===== src/rtl/packet_crc_framer.sv =====
// packet_crc_framer
// Transmit-side framer. Takes a serial payload under valid/ready, runs an
// 8-bit LFSR CRC over the payload bits of each frame and appends the 8 CRC
// bits (MSB first) so every frame is exactly PKT_BITS bits long. The output
// is a single registered, back-pressurable serial stage.
//
// Ports:
//   clk        clock, all logic on rising edge
//   rst        asynchronous active-high reset
//   bit_in     payload bit
//   valid_in   bit_in valid
//   ready_out  framer accepts bit_in this cycle (combinational)
//   bit_out    framed output bit (registered)
//   valid_out  bit_out valid (registered)
//   ready_in   downstream accepts bit_out
//   sop        bit_out is frame bit 0 (qualified by valid_out)
//   eop        bit_out is the last CRC bit (qualified by valid_out)
module packet_crc_framer #(
  parameter int PKT_BITS = 1504,
  parameter int CRC_SIZE = 8
) (
  input  logic clk,
  input  logic rst,
  input  logic bit_in,
  input  logic valid_in,
  output logic ready_out,
  output logic bit_out,
  output logic valid_out,
  input  logic ready_in,
  output logic sop,
  output logic eop
);

  localparam int PAY_BITS = PKT_BITS - CRC_SIZE;
  localparam int CW       = $clog2(PKT_BITS);
  localparam logic [CW-1:0] LAST_PAY = CW'(PAY_BITS - 1);
  localparam logic [CW-1:0] LAST_CRC = CW'(CRC_SIZE - 1);
  // Bits 6..0 of the next CRC take crc[i+1], XORed with feedback where set.
  localparam logic [6:0] TAPS = 7'b010_1011;

  typedef enum logic {PAYLOAD, CRC} state_t;

  state_t        state, state_next;
  logic [CW-1:0] count, count_next;
  logic [7:0]    crc, crc_next, crc_upd;
  logic [7:0]    crc_sh, crc_sh_next;
  logic          bit_out_next, valid_out_next, sop_next, eop_next;
  logic          slot_free, take, fb;

  assign slot_free = !valid_out || ready_in;
  assign ready_out = (state == PAYLOAD) && slot_free;
  assign take      = valid_in && ready_out;

  // CRC after absorbing bit_in
  assign fb         = crc[0] ^ bit_in;
  assign crc_upd[7] = fb;
  generate
    for (genvar gi = 0; gi < 7; gi++) begin : g_crc
      assign crc_upd[gi] = crc[gi+1] ^ (TAPS[gi] & fb);
    end
  endgenerate

  always_ff @(posedge clk or posedge rst) begin
    if (rst) begin
      state     <= PAYLOAD;
      count     <= '0;
      crc       <= '0;
      crc_sh    <= '0;
      bit_out   <= 1'b0;
      valid_out <= 1'b0;
      sop       <= 1'b0;
      eop       <= 1'b0;
    end else begin
      state     <= state_next;
      count     <= count_next;
      crc       <= crc_next;
      crc_sh    <= crc_sh_next;
      bit_out   <= bit_out_next;
      valid_out <= valid_out_next;
      sop       <= sop_next;
      eop       <= eop_next;
    end
  end

  always_comb begin
    // Hold everything unless the output slot is free.
    state_next     = state;
    count_next     = count;
    crc_next       = crc;
    crc_sh_next    = crc_sh;
    bit_out_next   = bit_out;
    valid_out_next = valid_out;
    sop_next       = sop;
    eop_next       = eop;

    case (state)
      PAYLOAD: begin
        if (take) begin
          bit_out_next   = bit_in;
          valid_out_next = 1'b1;
          sop_next       = (count == '0);
          eop_next       = 1'b0;
          if (count == LAST_PAY) begin
            // Freeze the finished CRC for shifting out and reseed for the
            // next frame.
            crc_sh_next = crc_upd;
            crc_next    = '0;
            count_next  = '0;
            state_next  = CRC;
          end else begin
            crc_next   = crc_upd;
            count_next = count + 1'b1;
          end
        end else if (slot_free) begin
          valid_out_next = 1'b0;
          sop_next       = 1'b0;
          eop_next       = 1'b0;
        end
      end
      CRC: begin
        if (slot_free) begin
          bit_out_next   = crc_sh[7];
          crc_sh_next    = {crc_sh[6:0], 1'b0};
          valid_out_next = 1'b1;
          sop_next       = 1'b0;
          eop_next       = (count == LAST_CRC);
          if (count == LAST_CRC) begin
            count_next = '0;
            state_next = PAYLOAD;
          end else begin
            count_next = count + 1'b1;
          end
        end
      end
      default: state_next = PAYLOAD;
    endcase
  end

endmodule


===== config.mk =====
export PLATFORM = sky130hd
export DESIGN_NAME = packet_crc_framer
export DESIGN_NICKNAME = d
export VERILOG_FILES = /design/src/rtl/packet_crc_framer.sv
export SDC_FILE = /design/constraint.sdc
export NUM_CORES = 1
export LEC_CHECK = 0
export ABC_AREA = 0
export BUFFER_PORTS_ARGS = -buffer_cell sky130_fd_sc_hd__buf_4
export CAP_MARGIN = 20
export CORE_ASPECT_RATIO = 1.1
export CORE_MARGIN = 1.5
export CORE_UTILIZATION = 50
export CTS_BUF_LIST = sky130_fd_sc_hd__clkbuf_8
export CTS_CLUSTER_DIAMETER = 80
export DETAILED_ROUTE_END_ITERATION = 8
export PLACE_DENSITY = 0.7
export REMOVE_ABC_BUFFERS = 1
export SLEW_MARGIN = 0
export SYNTH_ARGS = -nofsm -noshare
export SYNTH_HDL_FRONTEND = slang
export SYNTH_SLANG_ARGS = --single-unit

===== constraint.sdc =====
create_clock -name clk -period 1.6 [get_ports clk]
set_clock_uncertainty 0.05 [all_clocks]
set_input_delay 0.08 -clock clk [delete_from_list [all_inputs] [get_ports clk]]
set_output_delay 0.08 -clock clk [all_outputs]
set_load 0.05 [all_outputs]

# Yosys cells after proc, flatten, opt, wreduce, memory -nomap -nowiden
# Cells that the tools add are included.
# word_totals
ff_bits,32
in_bits,5
out_inout_bits,5
elab_cells,58
# classes
bitwise_logic,6
add_sub_neg,1
eq_ne,6
mux,28
n_reduce_logical,9
# op_table
operator,count
$mux W11,4
$mux W8,4
$pmux W11 S2,1
$pmux W8 S2,1
$mux W1,13
$add A11 B1 Y11 const B,1
$eq A11 B11 Y1 const B,1
$eq A11 B3 Y1 const B,1
$logic_not A11 Y1,1
$pmux W1 S2,5
$reduce_and A2 Y1,3
$xor A1 B1 Y1,5
$ne A2 B1 Y1 const B,2
$ne A3 B3 Y1 const B,1
$reduce_and A3 Y1,1
$logic_and A1 B1 Y1,2
$ne A2 B2 Y1 const B,1
$logic_not A1 Y1,1
$logic_or A1 B1 Y1,1
$not A1 Y1,1

# Logic depth before layout (Yosys ltp)
# Gate-level depths: netlist (run 1).
# depth
ltp_word,6
depth_mapped,6
ltp_nobuf,5

# Least setup slack after synthesis (run 1)
# Ideal clock, no wire load.
# synth_path
kind,register to output
start,reg valid_out
end,out ready_out
arrival_ps,1596
n_path_buf,1
slack_ps,-126
path_stages_with_launch,4
required_ps,1470
path_cell_list,dfrtp_1 nor2b_1 buf_2 nor2_1
# synth_between
elab_chain_len,3
# synth_rtl
item,line_no,rtl
from (decl),28,"output logic valid_out,"
from (signal assigned),79,valid_out <= valid_out_next;
$logic_not A1 Y1,50,assign slot_free = !valid_out || ready_in;
$logic_or A1 B1 Y1,50,
$logic_and A1 B1 Y1,51,assign ready_out = (state == PAYLOAD) && slot_free;
to (decl),26,"output logic ready_out,"
# Every way passes these cells.

# Worst setup path in the final report (run 1)
# layout_path
start,reg count[9]
end,reg crc_sh[6]
# layout_between
elab_chain_len,3
# layout_rtl
item,line_no,rtl
from (decl),44,"logic [CW-1:0] count, count_next;"
from (signal assigned),75,count <= count_next;
$eq A11 B11 Y1,103,if (count == LAST_PAY) begin
$ne A2 B1 Y1 (no line),-,
$reduce_and A3 Y1 (no line),-,
to (signal assigned),77,crc_sh <= crc_sh_next;
to (decl),46,"logic [7:0] crc_sh, crc_sh_next;"
# Every way passes these cells.
# A chain may end at the register's enable or synchronous reset.

==> summary.md, run 1 <==
| Metric | Value |
|---|---|
| TritonCTS clock tree | built |
| Area after DPL | 1940 um2 |
| Die H | 63.7 um |
| Register area | 801 um2 |
| Global route hottest layer | met2 |
| Crit path buffers/inverters | 1 |
| Status | complete, but fails checks |
| Num ports | 10 |
| Max FO, Critical Path | 3 |
| Final setup fails | 15 |
| Fmax | 0.584 GHz |
| Die width | 58.2 um |
| Fin util | 69.8% |
| LEAKAGE | 1.01 nW |
| Placed cell count | 230 |
| Area of the multi-input gates | 898 um2 |
| Fin Setup TNS | -1.09 ns |
| Measured slew at the worst slew-check pin | 0.456 ns |
| Fillcell total | 238 |
| Fin. max-slew vios | 0 |
| First-pass iteration count of the detailed router | 4 |
| GPL Wtd Cong | 0.874 |
| Commonest cells after routing, fill and taps aside | buf_4 (39), dfrtp_1 (32), nand2_1 (31) |
| CORE AREA | 3130 um2 |
| Largest delay share family, worst path | simple AND/OR/NAND/NOR gates |
| Startpoint types | flop |
| Largest net degree at the start of global routing | 33 |
| Hpwl dp | 2760 um |
| Post-synth EDFFs | 0 |
| CTS max path bufs | 2 |
| CP Data Arrival Time | 1.83 ns |
| Clk sinks | 32 |
| Synthesized area | 1670 um2 |
| Final Hold Viols | 0 |
| Global Route Usage Sum | 22.8% |
| Routing usage on met3 | 5.54% |
| Failing checks | setup timing |
| DR DRC count | 0 |
| Largest stage delay, worst path | 0.40 ns |
| Maximum vdd drop | 0.763 mV |
| Commonest non-fill, non-tap cell in the layout | buf_4 |
| TritonCTS Buffers | 5 |
| Fin cells | 247 |
| Slowest CP cell | dfrtp_1 |
| First-pass GRT wire length | 6340 um |
| Die footprint | 3700 um2 |
| Detailed Route Iter0 Violations | 50 |
| Design area | 2180 um2 |
| Cell Chain, Critical Path | and4bb_2 -> a41oi_2 -> nor2_4 -> buf_6 -> mux2_2 |
| Setup CP Type | reg2reg |
| Initial antenna violation count | 0 |
| Max Cap Viol | 0 |
| Routed WL | 3950 um |
| DR WL/cell | 16.0 um |
| GRT overflow | 0 |
| Grt met1 use | 25.2% |
| Period Utilization, post-route | 107% |
| Via density | 5.79 |
| CP endpoint kind | flop |
| Tmin final | 1.71 ns |
| Synth unique cells | 38 |
| ANT nets after route | 0 |
| Routing usage on met2 | 41.2% |
| Asr flop ratio synth | 100% |
| Std-Cell Rows | 21 |
| Clk Latency, worst-skew pair | 0.28 ns |
| Sequential element share of the synthesized area | 47.8% |
| Flops & latches, synth | 32 |
| Share of post-route cells with drive strength above 1 | 36.6% |
| Ys flop type | dfrtp_1 |
| Initial Util | 53.5% |
| Final Net Count | 219 |
| Hold Path Class | in2reg |
| Synth warnings | 0 |
| Max transition margin | 69.5% |
| Unrepaired setup endpoints after global routing | true |
| CTS root buf | clkbuf_8 |
| CTS H-tree lvls | 2 |
| Power per standard cell area | 1010 nW/um2 |
| Setup ws final | -0.113 ns |
| Vias in the first global route | 1426 |
| I/O Buffers | 9 |
| Cell count after synthesis | 169 |
| Antenna Cells | 0 |
| Clk slew on worst S/H paths | 0.07 ns |
| CP required | 1.72 ns |
| Vias | 1429 |
| Area grow syn2layout | 30.3% |
| Synth Area per Inst | 9.91 um2 |
## cells in the mapped netlist, types with 2 or more instances
cell	instances	area share (%)
nand2_1	31	7.0
o21ai_1	4	1.2
o21ai_0	14	4.2
nand4_1	3	1.1
inv_1	4	0.90
or3_1	3	1.1
clkbuf_1	2	0.45
mux2i_1	2	1.2
mux2_2	10	6.7
o211ai_2	2	1.5
nor4_1	4	1.5
xor2_1	2	1.0
nor2_1	6	1.3
dfrtp_1	32	48
and3_1	3	1.1
xnor2_1	9	4.7
buf_2	3	0.90
ha_1	2	1.5
nor3_1	2	0.60
o31ai_1	4	1.8
or4_1	2	0.90
nand3_1	8	2.4
a21oi_1	2	0.60
## worst paths after layout
path                            cells after the start     start  slack (ns)         to
worst max-delay path                                5  count[9]       -0.11  crc_sh[6]
min in group asynchronous                           4       rst        0.39     crc[1]
worst min-delay path                                4  ready_in         0.1        eop
worst min register to register                      2   bit_out        0.44    bit_out
worst max register to register                      5  count[9]       -0.11  crc_sh[6]
max in group asynchronous                           4       rst        0.81   count[5]
## timing repair
item,4_1_cts,5_1_grt
hold buffers,2,0
pin swaps,2,14
hold endpoints to repair,33,0
gates resized for setup,4,19
setup buffers,0,7
setup endpoints to repair,19,17
## report_power, final
| group | switching [mW] | internal [mW] |
|---|---|---|
| registers | 0.0546 | 0.893 |
| clock network | 0.287 | 0.337 |
| logic | 0.319 | 0.318 |
## final cells by class
cell class                      instances  share of cell area (%)
Clock buffer                            6                    3.78
Clock inverter                          2                   0.344
Inverter                                4                   0.688
Multi-Input combinational cell        126                    41.2
Sequential cell                        32                    36.7
Tap cell                               34                    1.95
Timing Repair Buffer                   43                    15.4
## per-layer routing
metal,wire length [um],vias up
li1,-,685
met1,1590,718
met2,2180,19
met3,97,7
met4,72,0
met5,0,-
## stage by stage
step                power (mW)  hold slack, ns  setup slack (ns)
global route              2.33           0.134            -0.150
global placement          1.50           0.141           -0.0237
CTS                       2.16          0.0906           -0.0764
finish                    2.21          0.0966            -0.113
floorplan                 1.26           0.139            -0.224
detailed placement        1.53           0.147           -0.0641
## worst min-delay path, delay by kind of cell
kind | cells | cell delay [ns]
buffers and inverters | 1 | 0.09
AND/OR/NAND/NOR | 3 | 0.23
## state kept, by name, summed over array words and instances (netlist names)
name,count
bit_out,1
count,11
crc,8
crc_sh,8
eop,1
sop,1
state,1
valid_out,1
## cells by family (layout without fill, tap and decap cells)
logic type | count (synthesis) | after routing | share of synthesized area [%]
fa+ha+maj | 2 | 2 | 1.49
simple gates | 70 | 70 | 21.5
buf+inv | 11 | 55 | 2.99
flops | 32 | 32 | 47.8
mux | 12 | 12 | 7.92
xor+xnor | 11 | 11 | 5.76
compound gates | 31 | 31 | 12.5
Power figures use the tool's default switching activity.
==> run 2: changes to the inputs <==
--- a/config.mk
+++ b/config.mk
@@ -10,11 +10,10 @@
 export CAP_MARGIN = 20
 export CORE_ASPECT_RATIO = 1.1
 export CORE_MARGIN = 1.5
-export CORE_UTILIZATION = 50
+export CORE_UTILIZATION = 45
 export CTS_BUF_LIST = sky130_fd_sc_hd__clkbuf_8
 export CTS_CLUSTER_DIAMETER = 80
 export DETAILED_ROUTE_END_ITERATION = 8
-export PLACE_DENSITY = 0.7
 export REMOVE_ABC_BUFFERS = 1
 export SLEW_MARGIN = 0
 export SYNTH_ARGS = -nofsm -noshare
==> constraint.sdc (replaced) <==
create_clock -name clk -period 1.6 [get_ports clk]
set_clock_uncertainty 0.05 [all_clocks]
set_input_delay 0.32 -clock clk [delete_from_list [all_inputs] [get_ports clk]]
set_output_delay 0.32 -clock clk [all_outputs]
set_load 0.05 [all_outputs]
==> run 2 against run 1 <==
The run still ends with setup timing left. First-iteration DRC count decreased by 4.0%. Clock power rose by 36%. Count of clock-buffer cells in the layout rose by 1. Sequential share of layout area fell by 0.58 points. Critical path depth unchanged. Critical path type unchanged.
==> summary.md, run 2 (synthesis results as in run 1) <==
| Metric | Value |
|---|---|
| Status | complete, but fails checks |
| Failing checks | setup timing |
| ANT nets after route | 0 |
| Number of flip-flops in the largest register | 11 |
| Routed WL | 3780 um |
| Clk sinks | 32 |
| Initial antenna violation count | 0 |
| Largest registers | count: 11 flops, crc: 8 flops, crc_sh: 8 flops |
| Final setup fails | 14 |
| TritonCTS Buffers | 5 |
| Std-Cell Rows | 23 |
| Fillcell total | 328 |
| Reg2reg path depth | 5 |
| Top reg by flops | count |
| Global Route Usage Sum | 20.2% |
| Maximum vdd drop | 0.658 mV |
| Worst r2r src | count[9] |
| Clk slew on worst S/H paths | 0.07 ns |
| CTS H-tree lvls | 2 |
| Area after DPL | 1960 um2 |
| Die footprint | 4100 um2 |
| GRT overflow | 0 |
| Share of post-route cells with drive strength above 1 | 37.7% |
| CORE AREA | 3600 um2 |
| Initial Util | 46.5% |
| Setup CP Type | reg2reg |
| Final Hold Viols | 0 |
| CP required | 1.72 ns |
| Max transition margin | 69.3% |
| Detailed Route Iter0 Violations | 48 |
| Commonest non-fill, non-tap cell in the layout | buf_4 |
| Clk Latency, worst-skew pair | 0.28 ns |
| Tmin final | 1.71 ns |
| Measured slew at the worst slew-check pin | 0.456 ns |
| Max Cap Viol | 0 |
| Via density | 5.29 |
| Register-to-register setup slack | -0.11 ns |
| Commonest cells after routing, fill and taps aside | buf_4 (35), dfrtp_1 (32), nand2_1 (31) |
| CTS root buf | clkbuf_8 |
| Die H | 67.0 um |
| DR DRC count | 0 |
| Max FO, Critical Path | 5 |
| Hold Path Class | in2async |
| Fmax | 0.585 GHz |
| Largest stage delay, worst path | 0.40 ns |
| Unrepaired setup endpoints after global routing | true |
| Vias | 1359 |
| First-pass GRT wire length | 5950 um |
| Reg2reg end | crc_sh[2] |
| Power, Total | 2.39 mW |
| I/O Buffers | 9 |
| CP endpoint kind | flop |
| Startpoint types | flop |
| Vias in the first global route | 1283 |
| Final Net Count | 213 |
| Post-CTS Hold Buffers | 0 |
| Design area | 2220 um2 |
| First-pass iteration count of the detailed router | 4 |
| Hpwl dp | 2610 um |
| Num ports | 10 |
| Antenna Cells | 0 |
| Fin. max-slew vios | 0 |
| Setup ws final | -0.109 ns |
| Cell Chain, Critical Path | and4bb_2 -> a41oi_4 -> nor2_4 -> buf_12 -> mux2_4 |
| DR WL/cell | 14.7 um |
| CTS max path bufs | 2 |
| Largest net degree at the start of global routing | 33 |
| GPL Wtd Cong | 0.858 |
| Area grow syn2layout | 32.4% |
| LEAKAGE | 1.00 nW |
| Die width | 61.2 um |
| CP Data Arrival Time | 1.83 ns |
| Period Utilization, post-route | 107% |
| Power per standard cell area | 1080 nW/um2 |
| Slowest CP cell | dfrtp_1 |
| TritonCTS clock tree | built |
-- run 2: cell count changes in the layout (fill, tap and decap cells not counted), moves of 2 or more --
| cell | previous run | this run |
|---|---|---|
| o31ai_2 | 3 | 1 |
| o31ai_1 | 1 | 3 |
| dlygate4sd3_1 | 2 | 0 |
| inv_1 | 6 | 4 |
| o21ai_2 | 2 | 4 |
| buf_4 | 39 | 35 |
-- run 2: critical path: cells and delay by family, from the launching register on --
family	cells	cell delay (ns)
buffers and inverters	1	0.14
muxes	1	0.29
and+or+nand+nor	2	0.56
AOI/OAI and AO/OA	1	0.15
DFF	1	0.40
-- run 2: layout make-up --
class | instances | area, um2 | share of cell area [%]
Clock buffer | 7 | 96.3 | 4.35
Clock inverter | 1 | 30.0 | 1.35
Inverter | 4 | 15.0 | 0.677
Multi-Input combinational cell | 126 | 918 | 41.4
Sequential cell | 32 | 801 | 36.1
Tap cell | 50 | 62.6 | 2.82
Timing Repair Buffer | 37 | 294 | 13.3
-- run 2: per-layer routing --
metal  part of all wire (%)  GRT usage [%]  vias to the layer above  routed length (um)
met5                      0              0                        -                   0
met3                    2.2           6.80                        9                  82
met4                    1.6           6.52                        0                  61
met1                     44           23.7                      660                1660
met2                     52           33.9                       15                1980
li1                       -              -                      675                   -
-- run 2: worst max-delay path by stage --
stage / startpoint / endpoint / slack [ns]
2_1_floorplan: valid_out / ready_out / -0.33
5_1_grt: count[1] / crc_sh[7] / -0.16
4_1_cts: count[0] / crc_sh[6] / -0.06
6_report: count[9] / crc_sh[2] / -0.11
3_3_place_gp: count[5] / crc_sh[2] / -0.008
3_5_place_dp: count[0] / crc_sh[6] / -0.04
-- run 2: per-stage QoR --
stage	hold WS [ns]	setup TNS, ns	worst slack (ns)	util [%]	std cells
finish	0.0753	-0.934	-0.109	61.6	257
global route	0.116	-1.79	-0.158	61.6	257
CTS	0.0886	-0.427	-0.0629	58.1	253
detailed placement	0.390	-0.245	-0.0439	54.4	246
global placement	0.378	-0.0559	-0.00831	54.4	246
floorplan	0.379	-2.80	-0.325	-	162
-- run 2: what timing repair did --
action,in CTS,in global routing
gates resized for setup,5,21
setup buffers,0,4
pin swaps,2,11
setup endpoints to repair,15,23
-- run 2: report_power, final --
part           internal (mW)  switching [mW]
clock                  0.549           0.300
sequential             0.893          0.0673
combinational          0.272           0.304
